<file path="src/rtl/shared_mem_port_ctrl_pkg.sv">
// Shared types and default widths for the shared memory port controller.
// State encoding is fixed at 2 bits.
package shared_mem_port_ctrl_pkg;

    localparam int DEF_NUM_PORTS       = 4;
    localparam int DEF_NUM_PORTS_WIDTH = 2;
    localparam int DEF_ADDR_WIDTH      = 16;
    localparam int DEF_DATA_WIDTH      = 32;

    typedef enum logic [1:0] {
        IDLE  = 2'd0,
        ISSUE = 2'd1,
        RESP  = 2'd2,
        DRAIN = 2'd3
    } ctrlState_e;

endpackage

</file>
<file path="src/rtl/shared_mem_port_ctrl_port_field_mux.sv">
// Selects one port's field out of a flattened per-port bus.
// Reused for address, write data and write enable.
module port_field_mux
    import shared_mem_port_ctrl_pkg::*;
#(
    parameter int NUM_PORTS       = DEF_NUM_PORTS,
    parameter int NUM_PORTS_WIDTH = DEF_NUM_PORTS_WIDTH,
    parameter int FIELD_WIDTH     = DEF_ADDR_WIDTH
) (
    input  logic [NUM_PORTS*FIELD_WIDTH-1:0] iBus,
    input  logic [NUM_PORTS_WIDTH-1:0]       iSel,
    output logic [FIELD_WIDTH-1:0]           oField
);

    always_comb begin
        oField = '0;
        for (int i = 0; i < NUM_PORTS; i++) begin
            if (iSel == NUM_PORTS_WIDTH'(i)) begin
                oField = iBus[i*FIELD_WIDTH +: FIELD_WIDTH];
            end
        end
    end

endmodule

</file>
<file path="src/rtl/shared_mem_port_ctrl.sv">
// Serialises arbiter grants onto a single shared memory port.
// One transaction per IDLE-ISSUE-RESP-DRAIN pass.
module shared_mem_port_ctrl
    import shared_mem_port_ctrl_pkg::*;
#(
    parameter int NUM_PORTS       = DEF_NUM_PORTS,
    parameter int NUM_PORTS_WIDTH = DEF_NUM_PORTS_WIDTH,
    parameter int ADDR_WIDTH      = DEF_ADDR_WIDTH,
    parameter int DATA_WIDTH      = DEF_DATA_WIDTH
) (
    input  logic                            iClk,
    input  logic                            iReset,
    input  logic                            iActive,
    input  logic [NUM_PORTS_WIDTH-1:0]      iSelected,
    output logic                            oPortBusy,
    input  logic [NUM_PORTS*ADDR_WIDTH-1:0] iAddr,
    input  logic [NUM_PORTS*DATA_WIDTH-1:0] iWriteData,
    input  logic [NUM_PORTS-1:0]            iWriteEnable,
    output logic                            oMemRequest,
    output logic [ADDR_WIDTH-1:0]           oMemAddr,
    output logic [DATA_WIDTH-1:0]           oMemWriteData,
    output logic                            oMemWriteEnable,
    input  logic                            iMemAck,
    input  logic [DATA_WIDTH-1:0]           iMemReadData,
    output logic [DATA_WIDTH-1:0]           oReadData,
    output logic [NUM_PORTS-1:0]            oReadValid,
    output logic [NUM_PORTS-1:0]            oWriteDone
);

    ctrlState_e state, stateNext;

    logic [NUM_PORTS_WIDTH-1:0] holdIdx, holdIdxD;
    logic                       holdWe, holdWeD;
    logic [ADDR_WIDTH-1:0]      selAddr, addrD;
    logic [DATA_WIDTH-1:0]      selData, wdataD, rdataD;
    logic [0:0]                 selWe;
    logic                       reqD, weD;
    logic [NUM_PORTS-1:0]       validD, doneD;
    logic                       legalGrant;

    port_field_mux #(
        .NUM_PORTS       (NUM_PORTS),
        .NUM_PORTS_WIDTH (NUM_PORTS_WIDTH),
        .FIELD_WIDTH     (ADDR_WIDTH)
    ) uAddrMux (
        .iBus   (iAddr),
        .iSel   (iSelected),
        .oField (selAddr)
    );

    port_field_mux #(
        .NUM_PORTS       (NUM_PORTS),
        .NUM_PORTS_WIDTH (NUM_PORTS_WIDTH),
        .FIELD_WIDTH     (DATA_WIDTH)
    ) uDataMux (
        .iBus   (iWriteData),
        .iSel   (iSelected),
        .oField (selData)
    );

    port_field_mux #(
        .NUM_PORTS       (NUM_PORTS),
        .NUM_PORTS_WIDTH (NUM_PORTS_WIDTH),
        .FIELD_WIDTH     (1)
    ) uWeMux (
        .iBus   (iWriteEnable),
        .iSel   (iSelected),
        .oField (selWe)
    );

    // Out-of-range indices only exist when NUM_PORTS is not a power of two.
    if (NUM_PORTS < (1 << NUM_PORTS_WIDTH)) begin : gRangeCheck
        assign legalGrant = iActive &&
            ({1'b0, iSelected} < (NUM_PORTS_WIDTH+1)'(NUM_PORTS));
    end else begin : gNoRangeCheck
        assign legalGrant = iActive;
    end

    always_ff @(posedge iClk or negedge iReset) begin
        if (!iReset) begin
            state <= IDLE;
        end else begin
            state <= stateNext;
        end
    end

    always_comb begin
        stateNext = state;
        unique case (state)
            IDLE:    if (legalGrant) stateNext = ISSUE;
            ISSUE:   if (iMemAck) stateNext = RESP;
            RESP:    stateNext = DRAIN;
            DRAIN:   stateNext = IDLE;
            default: stateNext = IDLE;
        endcase
    end

    always_comb begin
        holdIdxD = holdIdx;
        holdWeD  = holdWe;
        addrD    = oMemAddr;
        wdataD   = oMemWriteData;
        rdataD   = oReadData;
        reqD     = 1'b0;
        weD      = 1'b0;
        validD   = '0;
        doneD    = '0;
        unique case (state)
            IDLE: begin
                if (legalGrant) begin
                    holdIdxD = iSelected;
                    holdWeD  = selWe[0];
                    addrD    = selAddr;
                    wdataD   = selData;
                    reqD     = 1'b1;
                    weD      = selWe[0];
                end
            end
            ISSUE: begin
                if (iMemAck) begin
                    if (holdWe) begin
                        doneD[holdIdx] = 1'b1;
                    end else begin
                        validD[holdIdx] = 1'b1;
                        rdataD          = iMemReadData;
                    end
                end else begin
                    reqD = 1'b1;
                    weD  = holdWe;
                end
            end
            default: ;
        endcase
    end

    always_ff @(posedge iClk or negedge iReset) begin
        if (!iReset) begin
            holdIdx         <= '0;
            holdWe          <= 1'b0;
            oMemAddr        <= '0;
            oMemWriteData   <= '0;
            oMemRequest     <= 1'b0;
            oMemWriteEnable <= 1'b0;
            oReadData       <= '0;
            oReadValid      <= '0;
            oWriteDone      <= '0;
        end else begin
            holdIdx         <= holdIdxD;
            holdWe          <= holdWeD;
            oMemAddr        <= addrD;
            oMemWriteData   <= wdataD;
            oMemRequest     <= reqD;
            oMemWriteEnable <= weD;
            oReadData       <= rdataD;
            oReadValid      <= validD;
            oWriteDone      <= doneD;
        end
    end

    assign oPortBusy = (state == ISSUE) || (state == RESP);

endmodule
</file>
<file path="config.mk">
export PLATFORM = sky130hd
export DESIGN_NAME = shared_mem_port_ctrl
export DESIGN_NICKNAME = d
export VERILOG_FILES = /design/src/rtl/shared_mem_port_ctrl_pkg.sv /design/src/rtl/shared_mem_port_ctrl_port_field_mux.sv /design/src/rtl/shared_mem_port_ctrl.sv
export SDC_FILE = /design/constraint.sdc
export NUM_CORES = 1
export LEC_CHECK = 0
export CAP_MARGIN = 0
export CORE_AREA = 2 2 125 127
export CTS_CLUSTER_DIAMETER = 120
export DETAILED_ROUTE_END_ITERATION = 12
export DIE_AREA = 0 0 127 129
export PLACE_DENSITY = 0.74
export SLEW_MARGIN = 20
export SYNTH_ARGS = -nofsm -noshare
export SYNTH_HDL_FRONTEND = slang
export SYNTH_SLANG_ARGS = --single-unit
</file>
<file path="constraint.sdc">
create_clock -name iClk -period 4.5 [get_ports iClk]
set_input_delay 0.9 -clock iClk [delete_from_list [all_inputs] [get_ports iClk]]
set_output_delay 0.9 -clock iClk [all_outputs]
set_load 0.005 [all_outputs]
</file>
# ---- Word-level counts from Yosys, hierarchy flattened
# Cells that the tools add are included.
dict set report totals {
  reg_bits 95
  inputBits 234
  output_inout_bits 91
  wordCells 57
}
dict set report classes {
  order_cmp 2
  n_eq_ne 8
  n_mux 29
  bitwise 1
  reduce_logical 7
}
# operator n
set ops {}
lappend ops {{32-bit 2-to-1 mux} 4}
lappend ops {{16-bit 2-to-1 mux} 4}
lappend ops {{4-bit 2-to-1 mux} 6}
lappend ops {{1-bit 2-to-1 mux} 9}
lappend ops {{2-bit == test (second input constant)} 4}
lappend ops {{2-bit one-hot mux with 4 select lines} 1}
lappend ops {{2-bit by 1-bit == test with 1-bit output (second input constant)} 2}
lappend ops {{2-bit logical NOT} 2}
lappend ops {{2-bit 2-to-1 mux} 2}
lappend ops {{2-bit inequality test (second input constant)} 2}
lappend ops {{1-bit one-hot mux with 2 select lines} 2}
lappend ops {{2-bit AND reduction} 2}
lappend ops {{2-bit by 3-bit < comparator with 1-bit output (second input constant)} 1}
lappend ops {{3-bit AND reduction} 1}
lappend ops {{1-bit demux with 2-bit select} 1}
lappend ops {{2-bit by 1-bit >= comparator with 1-bit output (second input constant)} 1}
lappend ops {{1-bit logical AND} 1}
lappend ops {{1-bit logical OR} 1}
lappend ops {{1-bit NOT} 1}

# ---- Depth between registers and ports, before layout
# Gate-level depths: netlist of the first run.
dict set report depth {
  word_depth 7
  ltp_mapped 6
  ltp_nobuf 5
}

# ---- By module
# Synthesis of the first run repeated with hierarchy kept, for this count alone.
dict set report hier_totals {
  cells_unflattened 277
  area_unflattened_um2 5013.6
}
# module instances cells_each area_per_inst_um2 seq_area_each_um2
set modules_own_cells {}
lappend modules_own_cells {shared_mem_port_ctrl 1 217 3752.3 2377.3}
lappend modules_own_cells {{port_field_mux (uDataMux)} 1 39 814.5 0.0}
lappend modules_own_cells {{port_field_mux (uAddrMux)} 1 20 424.2 0.0}
lappend modules_own_cells {{port_field_mux (uWeMux)} 1 1 22.5 0.0}

# ---- Least setup slack after synthesis of the first run
# Ideal clock, no wire load.
dict set report synth_timing {
  path_type {input -> register}
  start {input port iSelected[0]}
  end {register oMemAddr[12]}
  setup_ns 0.142
  arrival_time_ns 1.629
  required_time_ns 4.358
  setup_slack_ns 2.729
  cell_stages 5
  path_buffers 3
  cell_sequence {buf_4 -> buf_6 -> buf_6 -> mux2i_1 -> o221ai_1}
}
dict set report synth_via {
  elab_chain_cells 5
  word_cells_on_any_way 8
  classes_between {eq/ne: 3; mux: 4; reduce/logical: 1}
}
# item line
set synth_rtl {}
lappend synth_rtl {{start: declaration} shared_mem_port_ctrl.sv:14} ;# input logic [NUM_PORTS_WIDTH-1:0] iSelected,
lappend synth_rtl {{2-bit logical NOT} shared_mem_port_ctrl_port_field_mux.sv:18} ;# if (iSel == NUM_PORTS_WIDTH'(i)) begin
lappend synth_rtl {{16-bit 2-to-1 mux (3 in series)} shared_mem_port_ctrl_port_field_mux.sv:18}
lappend synth_rtl {{16-bit 2-to-1 mux *} shared_mem_port_ctrl_port_field_mux.sv:18}
lappend synth_rtl {{end signal: assignment} shared_mem_port_ctrl.sv:150} ;# oMemAddr <= addrD;
lappend synth_rtl {{end: declaration} shared_mem_port_ctrl.sv:20} ;# output logic [ADDR_WIDTH-1:0] oMemAddr,
# Mark *: on every way between the ends. The rest lies on a longest branch, timed or not.
# A chain may end at the register's enable or synchronous reset.

# ---- Final worst setup path of the first run
dict set report layout_timing {
  start {register state[0]}
  end {output port oPortBusy}
}
dict set report layout_via {
  elab_chain_cells 2
  word_cells_on_any_way 3
  classes_between {eq/ne: 2; reduce/logical: 1}
}
# item line
set layout_rtl {}
lappend layout_rtl {{start: declaration} shared_mem_port_ctrl.sv:30} ;# ctrlState_e state, stateNext;
lappend layout_rtl {{start signal: assignment} shared_mem_port_ctrl.sv:83} ;# state <= stateNext;
lappend layout_rtl {{2-bit by 1-bit == test with 1-bit output / 2-bit == test (equally long branches)} shared_mem_port_ctrl.sv:160} ;# assign oPortBusy = (state == ISSUE) || (state == RESP);
lappend layout_rtl {{1-bit logical OR *} shared_mem_port_ctrl.sv:160}
lappend layout_rtl {{end: declaration} shared_mem_port_ctrl.sv:15} ;# output logic oPortBusy,
# Marks and branches as above.

==> results of run 1 <==
through the flow:
| step | cell area, um^2 | utilization (%) | std cells | total power, mW | hold WS (ps) |
|---|---|---|---|---|---|
| finish | 8450 | 56.4 | 886 | 4.09 | 481 |
| global route | 8450 | 56.4 | 886 | 4.34 | 510 |
| CTS | 8440 | 56.4 | 886 | 4.14 | 488 |
| detailed placement | 8150 | 54.4 | 870 | 3.36 | 472 |
| global placement | 8150 | 54.4 | 870 | 3.30 | 467 |
| floorplan | 4810 | - | 384 | 2.21 | 480 |
power by group:
group,total (mW),switching (mW),internal [mW]
combinational,1.87,0.649,1.22
sequential,1.45,0.217,1.24
clock,0.761,0.325,0.436
worst reg2reg max path: cells and delay by family (launching register included):
| kind | cells | cell delay (ps) |
|---|---|---|
| flops | 1 | 400 |
| mux | 1 | 510 |
| fa+ha+maj | 1 | 340 |
| buf+inv | 1 | 90 |
| simple gates | 1 | 630 |
cells in the final DEF, fill, tap and decap left out:
| cell | n |
|---|---|
| sky130_fd_sc_hd__nor3_1 | 2 |
| sky130_fd_sc_hd__clkinvlp_4 | 1 |
| sky130_fd_sc_hd__o22ai_1 | 1 |
| sky130_fd_sc_hd__inv_6 | 2 |
| sky130_fd_sc_hd__dfrtp_1 | 95 |
| sky130_fd_sc_hd__mux2_2 | 8 |
| sky130_fd_sc_hd__clkbuf_1 | 2 |
| sky130_fd_sc_hd__a21oi_1 | 1 |
| sky130_fd_sc_hd__clkinv_4 | 1 |
| sky130_fd_sc_hd__mux2_4 | 26 |
| sky130_fd_sc_hd__nand3_4 | 1 |
| sky130_fd_sc_hd__buf_12 | 1 |
| sky130_fd_sc_hd__nand3_1 | 1 |
| sky130_fd_sc_hd__o221ai_1 | 48 |
| sky130_fd_sc_hd__mux2i_1 | 98 |
| sky130_fd_sc_hd__a21o_1 | 3 |
| sky130_fd_sc_hd__ha_1 | 3 |
| sky130_fd_sc_hd__nor2b_1 | 1 |
| sky130_fd_sc_hd__nand2_2 | 1 |
| sky130_fd_sc_hd__clkdlybuf4s50_1 | 322 |
| sky130_fd_sc_hd__clkbuf_16 | 9 |
| sky130_fd_sc_hd__nand2_1 | 51 |
| sky130_fd_sc_hd__bufinv_16 | 1 |
| sky130_fd_sc_hd__nor2_1 | 6 |
| sky130_fd_sc_hd__nand3b_1 | 2 |
| sky130_fd_sc_hd__o32a_1 | 1 |
| sky130_fd_sc_hd__buf_4 | 5 |
| sky130_fd_sc_hd__inv_1 | 3 |
| sky130_fd_sc_hd__nand2b_1 | 2 |
sequential cells by signal, summed over array words and instances (netlist names):
signal,cells
oMemWriteEnable,1
oReadData,32
state,2
oMemAddr,16
oMemRequest,1
oWriteDone,4
oReadValid,4
holdIdx,2
oMemWriteData,32
holdWe,1
path summary, 6_finish.rpt:
path                                            endpoint  depth (start not counted)                           from
max reg2reg                       holdIdx[0]$_DFFE_PN0P_                          4           state[0]$_DFFE_PN0P_
max                                            oPortBusy                          3           state[0]$_DFFE_PN0P_
min reg2reg                oMemWriteData[17]$_DFFE_PN0P_                          2  oMemWriteData[17]$_DFFE_PN0P_
min in group asynchronous       oMemAddr[12]$_DFFE_PN0P_                          1                         iReset
max in group asynchronous        oMemAddr[3]$_DFFE_PN0P_                          2                         iReset
min                        oMemWriteData[17]$_DFFE_PN0P_                          2  oMemWriteData[17]$_DFFE_PN0P_
logic make-up (layout without fill, tap and decap cells):
logic type	Yosys count	count (layout)	share of synthesized area (%)
muxes	132	132	30.4
DFF	95	95	49.4
and+or+nand+nor	67	67	5.64
AOI/OAI and AO/OA	54	54	9.64
buffers and inverters	33	347	4.18
adders and majority gates	3	3	0.780
layer usage:
| metal | up-vias | part of all wire [%] |
|---|---|---|
| met5 | - | 0 |
| met4 | 0 | 2.0 |
| met3 | 24 | 8.8 |
| met2 | 225 | 51 |
| met1 | 2065 | 38 |
| li1 | 2055 | - |
cell type report:
type	instances	area, um^2
Inverter	3	11.3
Clock buffer	11	233
Fill cell	1217	6530
Tap cell	188	235
Multi-Input combinational cell	256	2250
Timing Repair Buffer	328	3280
Clock inverter	5	63.8
Sequential cell	95	2380
==> flow_metrics.env, run 1 <==
export IMPL_run_status="completed"
export IMPL_clockRootBuffer="sky130_fd_sc_hd__clkbuf_16"
export IMPL_critPathLaunchType="flop"
export IMPL_power_per_cell_area_mw_per_mm2=484
export IMPL_grtUsageMet2_pct=32.8
export IMPL_timing_final_crit_period_ps=2520
export IMPL_yosysMostFrequentCell="sky130_fd_sc_hd__mux2i_1"
export IMPL_placementRows=45
export IMPL_cts_made_buffers=9
export IMPL_cp_buf_inv_count=2
export IMPL_worst_r2r_setup_slack_ps=2410
export IMPL_synth_enable_flop_cells=0
export IMPL_sum_of_net_half_perimeters_after_detailed_placement_um=11800
export IMPL_cts_sink_count=95
export IMPL_firstDrtPassIters=4
export IMPL_die_width_um=127
export IMPL_worstPathMaxFanout=3
export IMPL_initial_standard_cell_utilization_of_the_core_pct=32.1
export IMPL_drt_wl_total_um=15500
export IMPL_synth_top_cells_by_area="sky130_fd_sc_hd__dfrtp_1, sky130_fd_sc_hd__mux2i_1, sky130_fd_sc_hd__o221ai_1"
export IMPL_syn_area_mm2=0.00481
export IMPL_clock_tree_from_tritoncts="done"
export IMPL_ys_dominant_reg_cell="sky130_fd_sc_hd__dfrtp_1"
export IMPL_cts_hold_buffers_added=0
export IMPL_report_final_slew_viol_count=0
export IMPL_ys_seq_area_share_pct=49.4
export IMPL_critical_path_cell_chain="inv_1 -> ha_1 -> clkdlybuf4s50_1"
export IMPL_grt_met1_usage_pct=20.3
export IMPL_synth_ff_latch_count=95
export IMPL_track_usage_pct=18.1
export IMPL_critical_path_start_end_classification="reg2out"
export IMPL_part_of_the_cycle_the_worst_path_needs_pct=56.0
export IMPL_clkSlewWorstSetupHoldPaths_ps=60
export IMPL_cts_path_max_buffers=2
export IMPL_routed_via_density=4.93
export IMPL_rsz_0062_raised_after_global_routing="false"
export IMPL_post_route_worst_setup_slack_ps=1980
export IMPL_cts_htree_levels=3
export IMPL_placement_setup_worst_slack_ps=1430
export IMPL_worst_hold_path_type="reg2reg"
export IMPL_slew_headroom_pct=33.2
export IMPL_routedWlPerCell_um=17.5
export IMPL_worst_ir_drop_vdd_v=0.000241
export IMPL_grt_antenna_before_repair=0
export IMPL_transition_time_at_the_pin_with_the_least_slew_margin_ps=998
export IMPL_drive_gt1_share_pct=8.02
export IMPL_timing_critical_path_arrival_ps=1620
export IMPL_gp_congestion=0.773
export IMPL_synth_top_area_share_pct=49.4
export IMPL_synthesis_yosys_warnings=0
export IMPL_total_leakage_power_nw=3.78
export IMPL_design_core_area_mm2=0.0150
export IMPL_setup_skew_ps=6.26
export IMPL_syn2layout_area_growth_pct=75.6
export IMPL_n_antenna_cell=0
export IMPL_cts_resized=0
export IMPL_synthArstFlopShare_pct=100
export IMPL_finalHoldViolations=0
export IMPL_dieArea_mm2=0.0164
export IMPL_grt_overflow_total=0
export IMPL_grt_start_max_net_pins=76
export IMPL_vias=4369
export IMPL_syn_num_nets=621
export IMPL_numPortBuffers=324
export IMPL_synthesis_instances=384
export IMPL_crit_slowest_cell="sky130_fd_sc_hd__clkdlybuf4s50_1"
export IMPL_fin_nets=930
export IMPL_clock_insertion_delay_worst_skew_ps=330
export IMPL_grt_pass1_vias=4574
export IMPL_top_level_i_o_count=325
export IMPL_detail_route_iter0_violations=143
export IMPL_postCtsSetupRepairBufs=0
export IMPL_max_cap_violations=0
export IMPL_first_pass_grt_wire_length_um=23400
export IMPL_setup_tns_ps=0
export IMPL_netlist_cell_type_count=24
export IMPL_timing_critical_path_to_type="primary output"
export IMPL_critical_path_required_ps=3600
export IMPL_setup_viol=0
export IMPL_grtUsageMet3_pct=5.24
export IMPL_syn_mean_instance_area_um2=12.5
export IMPL_synth_commonest_cells="sky130_fd_sc_hd__mux2i_1, sky130_fd_sc_hd__dfrtp_1, sky130_fd_sc_hd__nand2_1"
export IMPL_drc=0
export IMPL_post_synth_top_area_cell="sky130_fd_sc_hd__dfrtp_1"
export IMPL_critical_path_max_stage_delay_ps=540
export IMPL_final_antenna_net_count=0
export IMPL_die_h_um=129
export IMPL_clock_fmax_mhz=397
export IMPL_grt_busiest_layer="met2"
export IMPL_path_delay_family="buffers and inverters"
No activity file was read; power rests on OpenSTA's default activity.
==> inputs of run 2 (changes only) <==
--- a/config.mk
+++ b/config.mk
@@ -6,11 +6,11 @@
 export NUM_CORES = 1
 export LEC_CHECK = 0
 export CAP_MARGIN = 0
-export CORE_AREA = 2 2 125 127
+export CORE_ASPECT_RATIO = 0.8
+export CORE_UTILIZATION = 33
 export CTS_CLUSTER_DIAMETER = 120
 export DETAILED_ROUTE_END_ITERATION = 12
-export DIE_AREA = 0 0 127 129
-export PLACE_DENSITY = 0.74
+export PLACE_DENSITY = 0.78
 export SLEW_MARGIN = 20
 export SYNTH_ARGS = -nofsm -noshare
 export SYNTH_HDL_FRONTEND = slang
==> constraint.sdc (replaced) <==
create_clock -name iClk -period 2.2 [get_ports iClk]
set_input_delay 0.44 -clock iClk [delete_from_list [all_inputs] [get_ports iClk]]
set_output_delay 0.44 -clock iClk [all_outputs]
set_load 0.005 [all_outputs]
==> flow_metrics.env, run 2 (synthesized netlist as in run 1, its figures left out) <==
export IMPL_detail_route_iter0_violations=137
export IMPL_worstPathMaxFanout=3
export IMPL_critical_path_start_end_classification="reg2out"
export IMPL_run_status="completed"
export IMPL_syn2layout_area_growth_pct=79.2
export IMPL_grt_antenna_before_repair=0
export IMPL_die_h_um=110
export IMPL_postLayoutCellArea_mm2=0.00862
export IMPL_drc=0
export IMPL_timing_critical_path_arrival_ps=1630
export IMPL_cts_sink_count=95
export IMPL_whs_ps=59.7
export IMPL_gp_congestion=0.783
export IMPL_track_usage_pct=19.8
export IMPL_biggestRegsByFlops="oMemWriteData x32, oReadData x32, oMemAddr x16"
export IMPL_design_core_area_mm2=0.0142
export IMPL_fin_nets=941
export IMPL_final_antenna_net_count=0
export IMPL_postCtsSetupRepairBufs=0
export IMPL_critPathLaunchType="flop"
export IMPL_final_cell_mix="sky130_fd_sc_hd__clkdlybuf4s50_1, sky130_fd_sc_hd__mux2i_1, sky130_fd_sc_hd__dfrtp_1"
export IMPL_placementRows=39
export IMPL_slew_headroom_pct=66.6
export IMPL_grt_start_max_net_pins=44
export IMPL_max_cap_violations=0
export IMPL_dieArea_mm2=0.0151
export IMPL_timing_critical_path_to_type="primary output"
export IMPL_grt_pass1_vias=4455
export IMPL_clock_tree_from_tritoncts="done"
export IMPL_initial_standard_cell_utilization_of_the_core_pct=33.8
export IMPL_cts_htree_levels=3
export IMPL_total_leakage_power_nw=3.88
export IMPL_critical_path_required_ps=1760
export IMPL_first_pass_grt_wire_length_um=22500
export IMPL_setup_skew_ps=10.1
export IMPL_clockRootBuffer="sky130_fd_sc_hd__clkbuf_16"
export IMPL_setup_viol=0
export IMPL_drt_wl_total_um=15700
export IMPL_n_antenna_cell=0
export IMPL_worst_ir_drop_vdd_v=0.000478
export IMPL_setup_tns_ps=0
export IMPL_clock_insertion_delay_worst_skew_ps=340
export IMPL_numPortBuffers=324
export IMPL_part_of_the_cycle_the_worst_path_needs_pct=94.0
export IMPL_clock_fmax_mhz=483
export IMPL_firstDrtPassIters=8
export IMPL_cts_hold_buffers_added=0
export IMPL_layout_commonest_cell="sky130_fd_sc_hd__clkdlybuf4s50_1"
export IMPL_routed_via_density=4.96
export IMPL_cts_path_max_buffers=2
export IMPL_timing_final_crit_period_ps=2070
export IMPL_die_width_um=137
export IMPL_clkSlewWorstSetupHoldPaths_ps=70
export IMPL_transition_time_at_the_pin_with_the_least_slew_margin_ps=502
export IMPL_vias=4429
export IMPL_worst_hold_path_type="in2async"
export IMPL_grt_overflow_total=0
export IMPL_drive_gt1_share_pct=9.73
export IMPL_sum_of_net_half_perimeters_after_detailed_placement_um=12400
export IMPL_finalHoldViolations=0
export IMPL_top_level_i_o_count=325
export IMPL_placedInstanceArea_mm2=0.00831
export IMPL_report_final_slew_viol_count=0
export IMPL_rsz_0062_raised_after_global_routing="false"
export IMPL_routedWlPerCell_um=17.6
export IMPL_cts_made_buffers=9
export IMPL_cts_resized=0
export IMPL_power_per_cell_area_mw_per_mm2=990
==> run 2: cell type report <==
type / instances / area (um^2)
Multi-Input combinational cell: 256 / 2240
Inverter: 3 / 11.3
Tap cell: 184 / 230
Clock inverter: 6 / 73.8
Fill cell: 1147 / 5620
Timing Repair Buffer: 339 / 3450
Sequential cell: 95 / 2380
Clock buffer: 10 / 239
==> run 2: path summary, 6_finish.rpt <==
check,from,endpoint,slack [ps],cells past startpoint
max in group asynchronous,iReset,oMemAddr[8]$_DFFE_PN0P_,1450,2
worst min-delay path,iReset,oReadData[12]$_DFFE_PN0P_,60,1
worst min register to register,oMemWriteData[10]$_DFFE_PN0P_,oMemWriteData[10]$_DFFE_PN0P_,490,2
worst max-delay path,state[0]$_DFFE_PN0P_,oPortBusy,130,3
min in group iClk,oMemWriteData[10]$_DFFE_PN0P_,oMemWriteData[10]$_DFFE_PN0P_,490,2
worst max register to register,state[0]$_DFFE_PN0P_,oMemAddr[6]$_DFFE_PN0P_,460,5
==> run 2: power breakdown <==
| group | internal (mW) | switching [mW] | leakage [nW] |
|---|---|---|---|
| Combinational | 2.57 | 1.34 | 2.55 |
| Clock | 0.929 | 0.695 | 0.148 |
| Sequential | 2.53 | 0.475 | 1.18 |
| Total | 6.03 | 2.51 | 3.88 |
==> run 2: per-layer routing <==
layer | vias to the layer above | part of all wire, % | GRT usage [%] | wire, um
met5 | - | 0 | 0 | 0
met4 | 0 | 1.5 | 5.89 | 235
met3 | 19 | 8.2 | 4.80 | 1300
met2 | 194 | 53 | 37.8 | 8340
met1 | 2145 | 37 | 21.6 | 5860
li1 | 2071 | - | - | -
==> run 2: critical path, stage by stage, from the launching register on <==
cell and delay, ps:
sky130_fd_sc_hd__dfrtp_1 380, sky130_fd_sc_hd__inv_1 70, sky130_fd_sc_hd__ha_1 300, sky130_fd_sc_hd__clkdlybuf4s50_1 540
==> run 2: metrics by stage <==
| step | std cells | setup WS, ps | power [mW] | util [%] |
|---|---|---|---|---|
| floorplan | 384 | 798 | 4.51 | - |
| global placement | 877 | 348 | 6.82 | 58.3 |
| detailed placement | 877 | 237 | 6.96 | 58.3 |
| CTS | 893 | 98.9 | 8.64 | 60.5 |
| global route | 893 | 27.9 | 9.02 | 60.5 |
| finish | 893 | 132 | 8.54 | 60.5 |
